`config.mk`:
```
export PLATFORM = sky130hd
export DESIGN_NAME = bcd_counter_multi_flat
export DESIGN_NICKNAME = d
export VERILOG_FILES = /design/src/rtl/bcd_counter_multi_if.sv /design/src/rtl/bcd_counter_multi.sv /design/src/flat_wrapper.sv
export SDC_FILE = /design/constraint.sdc
export NUM_CORES = 1
export LEC_CHECK = 0
export ABC_AREA = 1
export BUFFER_PORTS_ARGS = -buffer_cell sky130_fd_sc_hd__buf_2
export CAP_MARGIN = 20
export CELL_PAD_IN_SITES_DETAIL_PLACEMENT = 0
export CELL_PAD_IN_SITES_GLOBAL_PLACEMENT = 1
export CORE_AREA = 2 2 86 88
export DETAILED_ROUTE_END_ITERATION = 16
export DIE_AREA = 0 0 88 90
export PLACE_DENSITY_LB_ADDON = 0.25
export SYNTH_ARGS = -nofsm -noshare
export SYNTH_HDL_FRONTEND = slang
export SYNTH_SLANG_ARGS = --single-unit
```
`constraint.sdc`:
```
create_clock -name clk -period 3.2 [get_ports clk]
set_input_delay 0.16 -clock clk [delete_from_list [all_inputs] [get_ports clk]]
set_output_delay 0.16 -clock clk [all_outputs]
set_load 0.01 [all_outputs]
```
`src/rtl/bcd_counter_multi_if.sv`:
```
// Bus bundle for bcd_counter_multi: control/load inputs from the controller,
// count, flags and display drive back from the counter.
interface bcd_counter_multi_if #(
   parameter int DIGITS = 4
);
   logic                  en;
   logic                  up;
   logic                  Load;
   logic [4*DIGITS-1:0]   Din;
   logic [4*DIGITS-1:0]   Q;
   logic                  tc;
   logic                  load_err;
   logic [6:0]            seg;
   logic [DIGITS-1:0]     dig_sel;

   modport master (
      output en, up, Load, Din,
      input  Q, tc, load_err, seg, dig_sel
   );

   modport slave (
      input  en, up, Load, Din,
      output Q, tc, load_err, seg, dig_sel
   );
endinterface

```
`src/rtl/bcd_counter_multi.sv`:
```
// Multi-digit BCD up/down counter with validated parallel load, wrap/saturate
// limits, cascade terminal count and a multiplexed 7-segment scan driver.
module bcd_counter_multi #(
   parameter int DIGITS       = 4,
   parameter int SCAN_DIV     = 4,
   parameter int SATURATE     = 0,
   parameter int COMMON_ANODE = 0
) (
   input logic                clk,
   input logic                rst_asyn,
   bcd_counter_multi_if.slave bus
);

   localparam int W  = 4 * DIGITS;
   localparam int PW = (SCAN_DIV > 1) ? $clog2(SCAN_DIV) : 1;
   localparam int IW = (DIGITS > 1) ? $clog2(DIGITS) : 1;
   localparam logic [6:0]        SEG_RST = (COMMON_ANODE != 0) ? ~7'h3F : 7'h3F;
   localparam logic [DIGITS-1:0] SEL_RST = (COMMON_ANODE != 0) ? ~DIGITS'(1) : DIGITS'(1);

   function automatic logic [6:0] decode(input logic [3:0] d);
      logic [6:0] s;
      case (d)
         4'd0:    s = 7'h3F;
         4'd1:    s = 7'h06;
         4'd2:    s = 7'h5B;
         4'd3:    s = 7'h4F;
         4'd4:    s = 7'h66;
         4'd5:    s = 7'h6D;
         4'd6:    s = 7'h7D;
         4'd7:    s = 7'h07;
         4'd8:    s = 7'h7F;
         4'd9:    s = 7'h6F;
         default: s = 7'h00;
      endcase
      return s;
   endfunction

   logic [W-1:0]      count_q;
   logic [W-1:0]      count_inc;
   logic [W-1:0]      count_dec;
   logic [W-1:0]      count_next;
   logic              load_err_q;
   logic              all_nine;
   logic              all_zero;
   logic              din_ok;
   logic              carry;
   logic              borrow;
   logic [3:0]        digit;

   logic [PW-1:0]     prescaler;
   logic [PW-1:0]     prescaler_next;
   logic              pre_wrap;
   logic [IW-1:0]     idx;
   logic [IW-1:0]     idx_next;
   logic [3:0]        scan_digit;
   logic [6:0]        seg_q;
   logic [DIGITS-1:0] sel_q;

   // Ripple carry/borrow across digits: a digit moves only when every lower
   // digit is at its rollover value, which keeps every digit inside 0..9.
   always_comb begin
      all_nine  = 1'b1;
      all_zero  = 1'b1;
      din_ok    = 1'b1;
      carry     = 1'b1;
      borrow    = 1'b1;
      count_inc = count_q;
      count_dec = count_q;
      digit     = 4'd0;
      for (int k = 0; k < DIGITS; k++) begin
         digit = count_q[4*k +: 4];
         if (digit != 4'd9) all_nine = 1'b0;
         if (digit != 4'd0) all_zero = 1'b0;
         if (bus.Din[4*k +: 4] > 4'd9) din_ok = 1'b0;
         if (carry) begin
            if (digit == 4'd9) begin
               count_inc[4*k +: 4] = 4'd0;
            end else begin
               count_inc[4*k +: 4] = digit + 4'd1;
               carry = 1'b0;
            end
         end
         if (borrow) begin
            if (digit == 4'd0) begin
               count_dec[4*k +: 4] = 4'd9;
            end else begin
               count_dec[4*k +: 4] = digit - 4'd1;
               borrow = 1'b0;
            end
         end
      end
   end

   always_comb begin
      count_next = count_q;
      if (bus.Load) begin
         if (din_ok) count_next = bus.Din;
      end else if (bus.en) begin
         if (bus.up) begin
            if (!(all_nine && SATURATE != 0)) count_next = count_inc;
         end else begin
            if (!(all_zero && SATURATE != 0)) count_next = count_dec;
         end
      end
   end

   // Scan position runs free of the counter; the digit shown is picked with
   // the post-update index so seg and dig_sel always describe the same digit.
   always_comb begin
      pre_wrap       = (prescaler == PW'(SCAN_DIV - 1));
      prescaler_next = pre_wrap ? '0 : prescaler + 1'b1;
      idx_next       = idx;
      if (pre_wrap) idx_next = (idx == IW'(DIGITS - 1)) ? '0 : idx + 1'b1;
      scan_digit = 4'd0;
      for (int k = 0; k < DIGITS; k++) begin
         if (idx_next == IW'(k)) scan_digit = count_q[4*k +: 4];
      end
   end

   always_ff @(posedge clk or posedge rst_asyn) begin
      if (rst_asyn) begin
         count_q    <= '0;
         load_err_q <= 1'b0;
         prescaler  <= '0;
         idx        <= '0;
         seg_q      <= SEG_RST;
         sel_q      <= SEL_RST;
      end else begin
         count_q    <= count_next;
         load_err_q <= bus.Load & ~din_ok;
         prescaler  <= prescaler_next;
         idx        <= idx_next;
         seg_q      <= (COMMON_ANODE != 0) ? ~decode(scan_digit) : decode(scan_digit);
         sel_q      <= (COMMON_ANODE != 0) ? ~(DIGITS'(1) << idx_next) : (DIGITS'(1) << idx_next);
      end
   end

   assign bus.Q        = count_q;
   assign bus.load_err = load_err_q;
   assign bus.seg      = seg_q;
   assign bus.dig_sel  = sel_q;
   assign bus.tc       = bus.en & ~bus.Load &
                         ((bus.up & all_nine) | (~bus.up & all_zero));

endmodule

```
`src/flat_wrapper.sv`:
```
// flat-port wrapper written by rule: the top's interface ports become plain ports
module bcd_counter_multi_flat 
#(
   parameter int DIGITS       = 4,
   parameter int SCAN_DIV     = 4,
   parameter int SATURATE     = 0,
   parameter int COMMON_ANODE = 0
)
  (clk, rst_asyn, bus_en, bus_up, bus_Load, bus_Din, bus_Q, bus_tc, bus_load_err, bus_seg, bus_dig_sel);
  bcd_counter_multi_if #(.DIGITS(DIGITS)) bus_i ();
  input logic clk;
  input logic rst_asyn;
  input wire logic [$bits(bus_i.en)-1:0] bus_en;
  input wire logic [$bits(bus_i.up)-1:0] bus_up;
  input wire logic [$bits(bus_i.Load)-1:0] bus_Load;
  input wire logic [$bits(bus_i.Din)-1:0] bus_Din;
  output wire logic [$bits(bus_i.Q)-1:0] bus_Q;
  output wire logic [$bits(bus_i.tc)-1:0] bus_tc;
  output wire logic [$bits(bus_i.load_err)-1:0] bus_load_err;
  output wire logic [$bits(bus_i.seg)-1:0] bus_seg;
  output wire logic [$bits(bus_i.dig_sel)-1:0] bus_dig_sel;
  assign bus_i.en = bus_en;
  assign bus_i.up = bus_up;
  assign bus_i.Load = bus_Load;
  assign bus_i.Din = bus_Din;
  assign bus_Q = bus_i.Q;
  assign bus_tc = bus_i.tc;
  assign bus_load_err = bus_i.load_err;
  assign bus_seg = bus_i.seg;
  assign bus_dig_sel = bus_i.dig_sel;
  bcd_counter_multi #(.DIGITS(DIGITS), .SCAN_DIV(SCAN_DIV), .SATURATE(SATURATE), .COMMON_ANODE(COMMON_ANODE)) u_core (.clk(clk), .rst_asyn(rst_asyn), .bus(bus_i));
endmodule
```
==> qor.yml, run 1 <==
global_route:
  grt_pass1_vias: 2220
  grt_use_total: 0.171
  grt_max_degree: 33
  grt_overflow_total: 0
  grt_use_met1: 0.236
  grt_pass1_wl_um: 10800
  grt_use_met2: 0.271
  busiest_layer: "met2"
  met3_usage: 0.0303
  antenna_found_initial: 0
power_and_ir_drop:
  leakage_nw: 1.54
  switching_share: 0.422
  power_density_mw_per_mm2: 585
  clkPwrFrac: 0.210
  peakVddDrop_v: 0.000233
  p_int_uw: 967
  sequentialPowerShare: 0.383
  power.switching_uw: 706
  comb_power_share: 0.407
worst_setup_path:
  cp_num_buf_inv: 3
  crit_type: "register to register"
  worst_path_max_delay_cell: "dfrtp_1"
  cp_slowest_stage_delay_ns: 0.41
  critical-path-top-delay-family: "simple AND/OR/NAND/NOR gates"
  r2r_cells: 15
  cp.arrival_ns: 2.23
  critPathLaunchType: "register"
  crit_path_end_kind: "register"
  cp.required_ns: 3.42
  path_max_fanout: 8
  reg2reg_to: "u_core.bus.seg[5]$_DFF_PP1_"
  regToRegSetupSlack_ns: 1.19
  path_cells: "ha_1, inv_1, nand2_2, nand2_4, inv_8, nor2_4, nand2_1, nand2_1, nand2_2, inv_1, ha_1, nand3_1, nand2_1, nand2_1, nand2_1"
  crit_top_cell: "nand2_1"
  rr_startpoint: "u_core.idx[0]$_DFF_PP0_"
clocking:
  clockBufferDepth: 2
  numCtsBuffers: 5
  clkTransAtPathRegs_ns: 0.07
  cts.repair.resized: 0
  cts_sinks: 32
  insertion_delay_ns: 0.28
  htree_levels: 2
  hold_buffers: 1
  tritoncts: "done"
  post_cts_buffers: 0
  cts_root_buf: "clkbuf_8"
place:
  gp_congestion: 0.801
  hpwl_um: 4830
  dp.cells: 491
  place_ws_ns: 1.20
  io_buffers: 49
synthesis:
  syn_area_mm2: 0.00238
  netlist_instances: 345
  yosys.area_share.simple: 0.417
  synth_fa_ha_area_frac: 0.0420
  synth_top_family_by_area: "simple AND/OR/NAND/NOR gates"
  ys_seq_elements: 32
  synth_seq_area_share: 0.339
  yosys.cell_types.count: 32
  synth-compound-area-share: 0.110
  syn_nets: 374
  synth.avg_cell_area_um2: 6.91
  yosys_warnings: 0
  synthXorXnorAreaFrac: 0.0110
  synth_mux_area_frac: 0
finish:
  nets: 429
  antenna_cells: 0
  layout-drive-gt1-share: 0.264
  fin_cells: 500
  synthToLayoutAreaGrowth_pct: 20.0
timing:
  rsz0062_at_grt: "false"
  finalHoldViolations: 0
  slew_violations: 0
  setup_viol: 0
  slew_headroom: 0.613
  worst_slack_ns: 1.19
  fin_skew_ns: 0.00631
  worst_slew_pin_slew_ns: 0.579
  layout_worst_path_cycle_share: 0.627
  setup_tns_ns: 0
  fin_crit_ns: 2.01
  fmax_mhz: 498
route:
  drt_iter0_markers: 72
  dr.pass1.iters: 4
  vias: 2352
  drcViolationCount: 0
  ant_nets: 0
  wl_per_cell_um: 12.5
  vias_per_cell: 4.70
  wl_um: 6270
min_path:
  hold_path_depth: 3
  whs_endpoint: "u_core.bus.Q[8]$_DFFE_PP0P_"
  min_from: "bus_Din[8]"
  hold_class: "input pin to register"
floorplan:
  dieArea_mm2: 0.00792
  die_h_um: 90
  pin_count: 50
  initial_core_util: 0.340
  rows: 31
  core_area_mm2: 0.00702
  dieWidth_um: 88
flow_run:
  drv_cap: 0
outcome:
  status: "finished, final reports clean"
Yosys cell counts (all sizes together):
library cell / number / share of area
a21oi: 11 / 0.028
nand2: 133 / 0.24
nor2: 32 / 0.073
nor3b: 1 / 0.0031
ha: 8 / 0.042
dfrtp: 25 / 0.26
nand3b: 1 / 0.0031
clkinv: 1 / 0.0016
xor2: 3 / 0.011
clkbuf: 2 / 0.0031
o21ai: 33 / 0.069
o211ai: 4 / 0.013
buf: 2 / 0.0042
inv: 43 / 0.072
nor3: 1 / 0.0021
dfstp: 7 / 0.077
nand3: 32 / 0.073
nand4: 5 / 0.016
and2: 1 / 0.0026
cell usage in the layout (no fill, tap or decap), types with 3 or more instances in the layout:
cell / instances
o211ai_1: 4
nand2_4: 4
o21ai_1: 7
buf_2: 49
clkbuf_8: 7
inv_1: 35
nor2_2: 6
o21ai_0: 26
nand2_1: 114
a21oi_1: 10
nand3_1: 29
inv_2: 6
dfrtp_1: 25
xor2_1: 3
nand4_1: 4
nand2_2: 14
nand3_2: 3
nor2_1: 23
ha_1: 8
dfstp_2: 7
how the worst max path moves through the flow:
| stage | start | endpoint | slack, ns | cells past startpoint |
|---|---|---|---|---|
| final | u_core.idx[0]$_DFF_PP0_ | u_core.bus.seg[5]$_DFF_PP1_ | 1.19 | 15 |
| after detailed placement | u_core.idx[0]$_DFF_PP0_ | u_core.bus.seg[5]$_DFF_PP1_ | 1.20 | 15 |
| after CTS | u_core.bus.Q[0]$_DFFE_PP0P_ | bus_tc | 1.17 | 7 |
| after global placement | u_core.idx[0]$_DFF_PP0_ | u_core.bus.seg[0]$_DFF_PP1_ | 1.25 | 15 |
| after global routing | u_core.bus.Q[4]$_DFFE_PP0P_ | bus_tc | 0.92 | 7 |
| after floorplan | u_core.idx[0]$_DFF_PP0_ | u_core.bus.seg[3]$_DFF_PP1_ | 1.34 | 14 |
cell type report:
cell class	count	area [um^2]
Fill cell	769	4160
Multi-Input combinational cell	265	1380
Sequential cell	32	810
Timing Repair Buffer	52	270
Inverter	44	175
Tap cell	99	124
Clock buffer	8	100
sequential cells by signal (all words and copies together) (netlist names):
name	count
u_core.prescaler	2
u_core.bus.load_err	1
u_core.bus.Q	16
u_core.bus.dig_sel	4
u_core.idx	2
u_core.bus.seg	7
power by group through the flow:
stage / logic (mW) / registers, mW / clock network, mW
detailed placement: 0.683 / 0.648 / 0
global route: 0.793 / 0.659 / 0.375
floorplan: 0.430 / 0.668 / 0
finish: 0.682 / 0.641 / 0.351
CTS: 0.687 / 0.641 / 0.363
global placement: 0.679 / 0.650 / 0
tightest hold or removal path, delay by kind of cell:
| family | cells | cell delay (ns) |
|---|---|---|
| buf+inv | 1 | 0.07 |
| compound gates | 2 | 0.17 |
logic make-up after synthesis:
kind of cell	count (synthesis)
adders and majority gates	8
AOI/OAI and AO/OA	48
DFF	32
and+or+nand+nor	206
xor gates and xnor gates	3
buffers and inverters	48
routing by layer:
metal	vias to the layer above	routed length [um]
met5	-	0
met4	0	92
met3	6	244
met2	48	2940
met1	1087	2990
li1	1211	-
stage by stage:
step           utilization  total power [mW]  hold WS [ns]  cell area (um^2)
5_1_grt              0.408              1.83         0.187              2860
2_1_floorplan            -              1.10         0.271              2380
4_1_cts              0.408              1.69         0.154              2860
3_5_place_dp         0.392              1.33         0.287              2750
6_report             0.408              1.67         0.163              2860
3_3_place_gp         0.392              1.33         0.280              2750
Note: power is estimated with default switching activity, not from simulation.
==> inputs of run 2 (changes only) <==
==> constraint.sdc (replaced) <==
create_clock -name clk -period 1.7 [get_ports clk]
set_input_delay 0.085 -clock clk [delete_from_list [all_inputs] [get_ports clk]]
set_output_delay 0.085 -clock clk [all_outputs]
set_load 0.01 [all_outputs]
==> qor.yml, run 2 (synthesis gave the netlist of run 1 again) <==
finish:
  layout_commonest_cell: "nand2_1"
  fillers: 706  # -8.2%
  fin_cells: 556  # +11%
  antenna_cells: 0  # unchanged
  layout-drive-gt1-share: 0.425  # +0.160
  largest_reg_flops: 16  # unchanged
  final_cell_mix: "nand2_1, buf_4, buf_2"
  synthToLayoutAreaGrowth_pct: 46.7
  nets: 485  # +13%
floorplan:
  core_area_mm2: 0.00702  # unchanged
  rows: 31  # unchanged
  dieArea_mm2: 0.00792  # unchanged
  pin_count: 50  # unchanged
  die_h_um: 90  # unchanged
  dieWidth_um: 88  # unchanged
  initial_core_util: 0.340  # unchanged
timing:
  finalHoldViolations: 0  # unchanged
  slew_headroom: 0.710  # +0.0970
  worst_slack_ns: -0.167  # -1.36 ns
  setup_tns_ns: -1.13  # -1.13 ns
  worst_slew_pin_slew_ns: 0.435  # -0.144 ns
  slew_violations: 0  # unchanged
  setup_viol: 8  # +8
  layout_worst_path_cycle_share: 1.10  # +0.471
  timing.hold.ws_ns: 0.0730  # -0.0900 ns
  fin_skew_ns: 0.00603  # -0.000277 ns
  fmax_mhz: 536  # +7.5%
  fin_crit_ns: 1.87  # -0.139 ns
  rsz0062_at_grt: "true"
power_and_ir_drop:
  power.total_mw: 3.78  # +130%
  peakVddDrop_v: 0.000528  # +130%
  leakage_nw: 1.86  # +21%
  power_density_mw_per_mm2: 1080  # +85%
worst_setup_path:
  rr_startpoint: "u_core.idx[1]$_DFF_PP0_"
  timing.critical_path.from: "u_core.idx[1]$_DFF_PP0_"
  cp.required_ns: 1.93  # -1.49 ns
  critPathLaunchType: "register"
  cp_slowest_stage_delay_ns: 0.39  # -0.02 ns
  critical-path-top-delay-family: "simple AND/OR/NAND/NOR gates"
  cp.arrival_ns: 2.10  # -0.13 ns
  cp_num_buf_inv: 3  # unchanged
  worst_path_max_delay_cell: "dfrtp_1"
  path_cells: "ha_1, inv_1, nand2_2, nand2_4, nand3_1, nand3_2, nand2_4, buf_12, buf_4, ha_1, nand2_1, nand2_1, nand2_1"
  crit_type: "register to register"
  path_max_fanout: 7  # -1
  crit_path_end_kind: "register"
  crit_top_cell: "nand2_1"
global_route:
  grt_pass1_vias: 2475  # +11%
  grt_pass1_wl_um: 11600  # +7.4%
  antenna_found_initial: 0  # unchanged
  grt_overflow_total: 0  # unchanged
  grt_max_degree: 33  # unchanged
  grt_use_total: 0.185  # +0.0133
route:
  dr.pass1.iters: 4  # unchanged
  wl_um: 6950  # +11%
  vias: 2514  # +6.9%
  vias_per_cell: 4.52  # -3.9%
  drcViolationCount: 0  # unchanged
  ant_nets: 0  # unchanged
  drt_iter0_markers: 86  # +19%
  wl_per_cell_um: 12.5  # -0.23%
place:
  dp.cells: 520  # +5.9%
  io_buffers: 49  # unchanged
  gp_congestion: 0.832  # +3.8%
  hpwl_um: 4910  # +1.6%
clocking:
  tritoncts: "done"
  numCtsBuffers: 5  # unchanged
  cts_root_buf: "clkbuf_8"
  clkTransAtPathRegs_ns: 0.07  # about the same
  insertion_delay_ns: 0.29  # about the same
  clockBufferDepth: 2  # unchanged
  htree_levels: 2  # unchanged
  cts_sinks: 32  # unchanged
outcome:
  status: "finished with violations"
  violations: "setup timing"
min_path:
  hold_class: "input pin to register"
  min_from: "bus_Din[8]"
flow_run:
  drv_cap: 0  # unchanged
-- run 2: routing by layer --
layer | share of wire | GRT usage | vias to the layer above
met5 | 0 | 0 | -
met2 | 0.51 | 0.319 | 47
met4 | 0.0099 | 0.0410 | 0
li1 | - | - | 1321
met1 | 0.44 | 0.237 | 1141
met3 | 0.032 | 0.0312 | 5
-- run 2: final timing paths --
kind	endpoint	slack [ns]	depth (start not counted)
max	u_core.bus.seg[2]$_DFF_PP1_	-0.17	13
min	u_core.bus.Q[8]$_DFFE_PP0P_	0.07	3
max reg2reg	u_core.bus.seg[2]$_DFF_PP1_	-0.17	13
min reg2reg	u_core.prescaler[0]$_DFF_PP0_	0.43	1
max in group asynchronous	u_core.bus.seg[4]$_DFF_PP1_	0.93	4
min in group asynchronous	u_core.bus.Q[11]$_DFFE_PP0P_	0.43	4
-- run 2: tightest hold or removal path, stage by stage --
cell	delay, ns
buf_2	0.07
a21oi_1	0.05
o21ai_1	0.11
-- run 2: per-stage QoR --
stage	worst slack (ns)	utilization	cell area, um^2
floorplan	-0.107	-	2410
global placement	-0.127	0.429	3010
detailed placement	-0.167	0.429	3010
CTS	-0.174	0.474	3330
global route	-0.287	0.498	3500
finish	-0.167	0.498	3500
-- run 2: area by class of cell --
class                           count  area, um^2  area share
Clock buffer                        6        72.6      0.0207
Clock inverter                      2        35.0      0.0100
Inverter                           44         180      0.0515
Multi-Input combinational cell    265        1560       0.444
Sequential cell                    32         813       0.232
Tap cell                           99         124      0.0354
Timing Repair Buffer              108         719       0.206
-- run 2: report_power, final --
part,switching (mW),total [mW],internal [mW]
clock network,0.315,0.751,0.435
logic,1.04,1.88,0.833
registers,0.169,1.15,0.982
-- run 2: what timing repair did --
| item | 4_1_cts | 5_1_grt |
|---|---|---|
| pin swaps | 15 | 21 |
| gates resized for setup | 20 | 24 |
| buffers inserted | 17 | 13 |
| setup endpoints to repair | 8 | 12 |
| hold endpoints to repair | 25 | 0 |
| hold buffers | 1 | 0 |
==> inputs of run 3 (changes only) <==
--- a/config.mk
+++ b/config.mk
@@ -13,7 +13,9 @@
 export CORE_AREA = 2 2 86 88
 export DETAILED_ROUTE_END_ITERATION = 16
 export DIE_AREA = 0 0 88 90
+export MAX_ROUTING_LAYER = met4
 export PLACE_DENSITY_LB_ADDON = 0.25
+export REMOVE_ABC_BUFFERS = 1
 export SYNTH_ARGS = -nofsm -noshare
 export SYNTH_HDL_FRONTEND = slang
 export SYNTH_SLANG_ARGS = --single-unit
==> qor.yml, run 3 (synthesis gave the netlist of run 1 again) <==
outcome:
  status: "finished with violations"
  violations: "setup timing"
floorplan:
  pin_count: 50  # unchanged
  dieArea_mm2: 0.00792  # unchanged
  rows: 31  # unchanged
  die_h_um: 90  # unchanged
  initial_core_util: 0.340  # unchanged
  core_area_mm2: 0.00702  # unchanged
  dieWidth_um: 88  # unchanged
clocking:
  numCtsBuffers: 5  # unchanged
  cts_sinks: 32  # unchanged
  clockBufferDepth: 2  # unchanged
  tritoncts: "done"
  cts_root_buf: "clkbuf_8"
  clkTransAtPathRegs_ns: 0.07  # about the same
  insertion_delay_ns: 0.29  # about the same
  htree_levels: 2  # unchanged
worst_setup_path:
  reg2reg_to: "u_core.bus.seg[3]$_DFF_PP1_"
  crit_type: "register to register"
  timing.critical_path.from: "u_core.idx[0]$_DFF_PP0_"
  path_max_fanout: 7  # unchanged
  rr_startpoint: "u_core.idx[0]$_DFF_PP0_"
  r2r_cells: 15  # +2
  critPathLaunchType: "register"
  crit_path_end_kind: "register"
  regToRegSetupSlack_ns: -0.20  # -0.03 ns
  cp.required_ns: 1.93  # about the same
  cp.arrival_ns: 2.13  # +0.03 ns
place:
  io_buffers: 49  # unchanged
  gp_congestion: 0.858  # +3.1%
  placed_area_mm2: 0.00295  # -1.8%
  hpwl_um: 4980  # +1.4%
route:
  vias: 2535  # +0.84%
  vias_per_cell: 4.56  # +0.84%
  ant_nets: 0  # unchanged
  drcViolationCount: 0  # unchanged
  wl_per_cell_um: 12.5  # -0.10%
  drt_iter0_markers: 95  # +10%
  wl_um: 6940  # -0.10%
  dr.pass1.iters: 4  # unchanged
finish:
  multiInputGateArea_mm2: 0.00158  # +1.8%
  layout-drive-gt1-share: 0.440  # +0.0153
  fillers: 718  # +1.7%
  seq_area_um2: 817  # +0.46%
  synthToLayoutAreaGrowth_pct: 47.2
  fin_util: 0.500  # +0.00143
  largest_reg_flops: 16  # unchanged
  final_cell_mix: "nand2_1, buf_4, buf_2"
  layout_commonest_cell: "nand2_1"
  fin_area_mm2: 0.00351  # +0.29%
  antenna_cells: 0  # unchanged
  nets: 485  # unchanged
global_route:
  grt_use_total: 0.186  # +0.00175
  grt_max_degree: 33  # unchanged
  grt_overflow_total: 0  # unchanged
  antenna_found_initial: 0  # unchanged
  grt_pass1_vias: 2480  # +0.20%
  grt_pass1_wl_um: 11500  # -0.84%
timing:
  setup_viol: 8  # unchanged
  finalHoldViolations: 0  # unchanged
  fin_skew_ns: 0.00494  # -0.00109 ns
  slew_violations: 0  # unchanged
  rsz0062_at_grt: "true"
  layout_worst_path_cycle_share: 1.12  # +0.0191
  fmax_mhz: 527  # -1.7%
  slew_headroom: 0.712  # +0.00121
  fin_crit_ns: 1.90  # +0.0325 ns
  worst_slack_ns: -0.199  # -0.0325 ns
  worst_slew_pin_slew_ns: 0.433  # -0.00182 ns
min_path:
  hold_path_depth: 3  # unchanged
  hold_class: "input pin to register"
  whs_endpoint: "u_core.bus.Q[8]$_DFFE_PP0P_"
  min_from: "bus_Din[8]"
power_and_ir_drop:
  leakage_nw: 1.85  # -0.81%
  peakVddDrop_v: 0.000530  # +0.42%
  power_density_mw_per_mm2: 1060  # -1.5%
flow_run:
  drv_cap: 0  # unchanged
==> run 3: cell types whose count changed in the layout (fill, tap and decap cells not counted), moves of 2 or more <==
cell and change:
inv_4 -2, nand3_1 -3, dfrtp_2 +3, dfrtp_1 -3, nor2_2 -2, inv_6 +2
nand3_2 +2
==> run 3: worst max-delay path by stage <==
stage | endpoint | slack [ns] | depth (start not counted)
2_1_floorplan | u_core.bus.seg[3]$_DFF_PP1_ | -0.16 | 14
3_3_place_gp | u_core.bus.seg[0]$_DFF_PP1_ | -0.19 | 14
3_5_place_dp | u_core.bus.seg[3]$_DFF_PP1_ | -0.23 | 14
4_1_cts | u_core.bus.seg[0]$_DFF_PP1_ | -0.16 | 14
5_1_grt | u_core.bus.seg[3]$_DFF_PP1_ | -0.32 | 14
6_report | u_core.bus.seg[3]$_DFF_PP1_ | -0.20 | 15
==> run 3: per-stage QoR <==
stage | setup WS [ns] | power, mW | hold WS [ns] | setup TNS (ns) | instances
2_1_floorplan | -0.156 | 2.06 | 0.189 | -0.846 | 341
5_1_grt | -0.323 | 4.04 | 0.110 | -1.93 | 556
3_5_place_dp | -0.230 | 2.67 | 0.210 | -1.14 | 518
6_report | -0.199 | 3.73 | 0.0830 | -1.11 | 556
3_3_place_gp | -0.192 | 2.67 | 0.202 | -0.929 | 518
4_1_cts | -0.164 | 3.59 | 0.0808 | -1.02 | 550
==> run 3: area by class of cell <==
| class | instances | area share |
|---|---|---|
| Clock inverter | 1 | 0.00214 |
| Sequential cell | 32 | 0.233 |
| Multi-Input combinational cell | 265 | 0.451 |
| Clock buffer | 7 | 0.0246 |
| Timing Repair Buffer | 108 | 0.201 |
| Tap cell | 99 | 0.0353 |
| Inverter | 44 | 0.0528 |
==> run 3: critical path: stages (launching register included) <==
cell     delay [ns]
dfrtp_1        0.38
ha_1           0.29
inv_1          0.07
nand2_2        0.07
nand2_4        0.14
inv_8          0.06
nand2_8        0.06
inv_4          0.04
nand2_4        0.05
nand2_4        0.08
buf_12         0.13
ha_4           0.27
nand2_4        0.05
nand2_1        0.05
nand2_1        0.04
nand2_1        0.05
==> run 3: repair_timing <==
item                                    CTS  global route
gates resized for setup                  36            26
endpoints found under the setup margin    8             8
hold buffers                              1             0
buffers inserted                         23             7
hold endpoints to repair                 25             0
pin swaps                                16            20
==> run 3: routing by layer <==
layer  part of all wire  vias up  track usage
met1               0.45     1152        0.237
met3              0.031        9       0.0340
met5                  0        -            -
li1                   -     1327            -
met4             0.0099        0       0.0346
met2               0.50       47        0.310
==> run 3: where the power goes <==
| group | switching (mW) | internal, mW | leakage, nW | total [mW] |
|---|---|---|---|---|
| combinational | 1.07 | 0.856 | 1.42 | 1.92 |
| clock | 0.307 | 0.329 | 0.0445 | 0.636 |
| sequential | 0.187 | 0.987 | 0.386 | 1.17 |
| total | 1.56 | 2.17 | 1.85 | 3.73 |
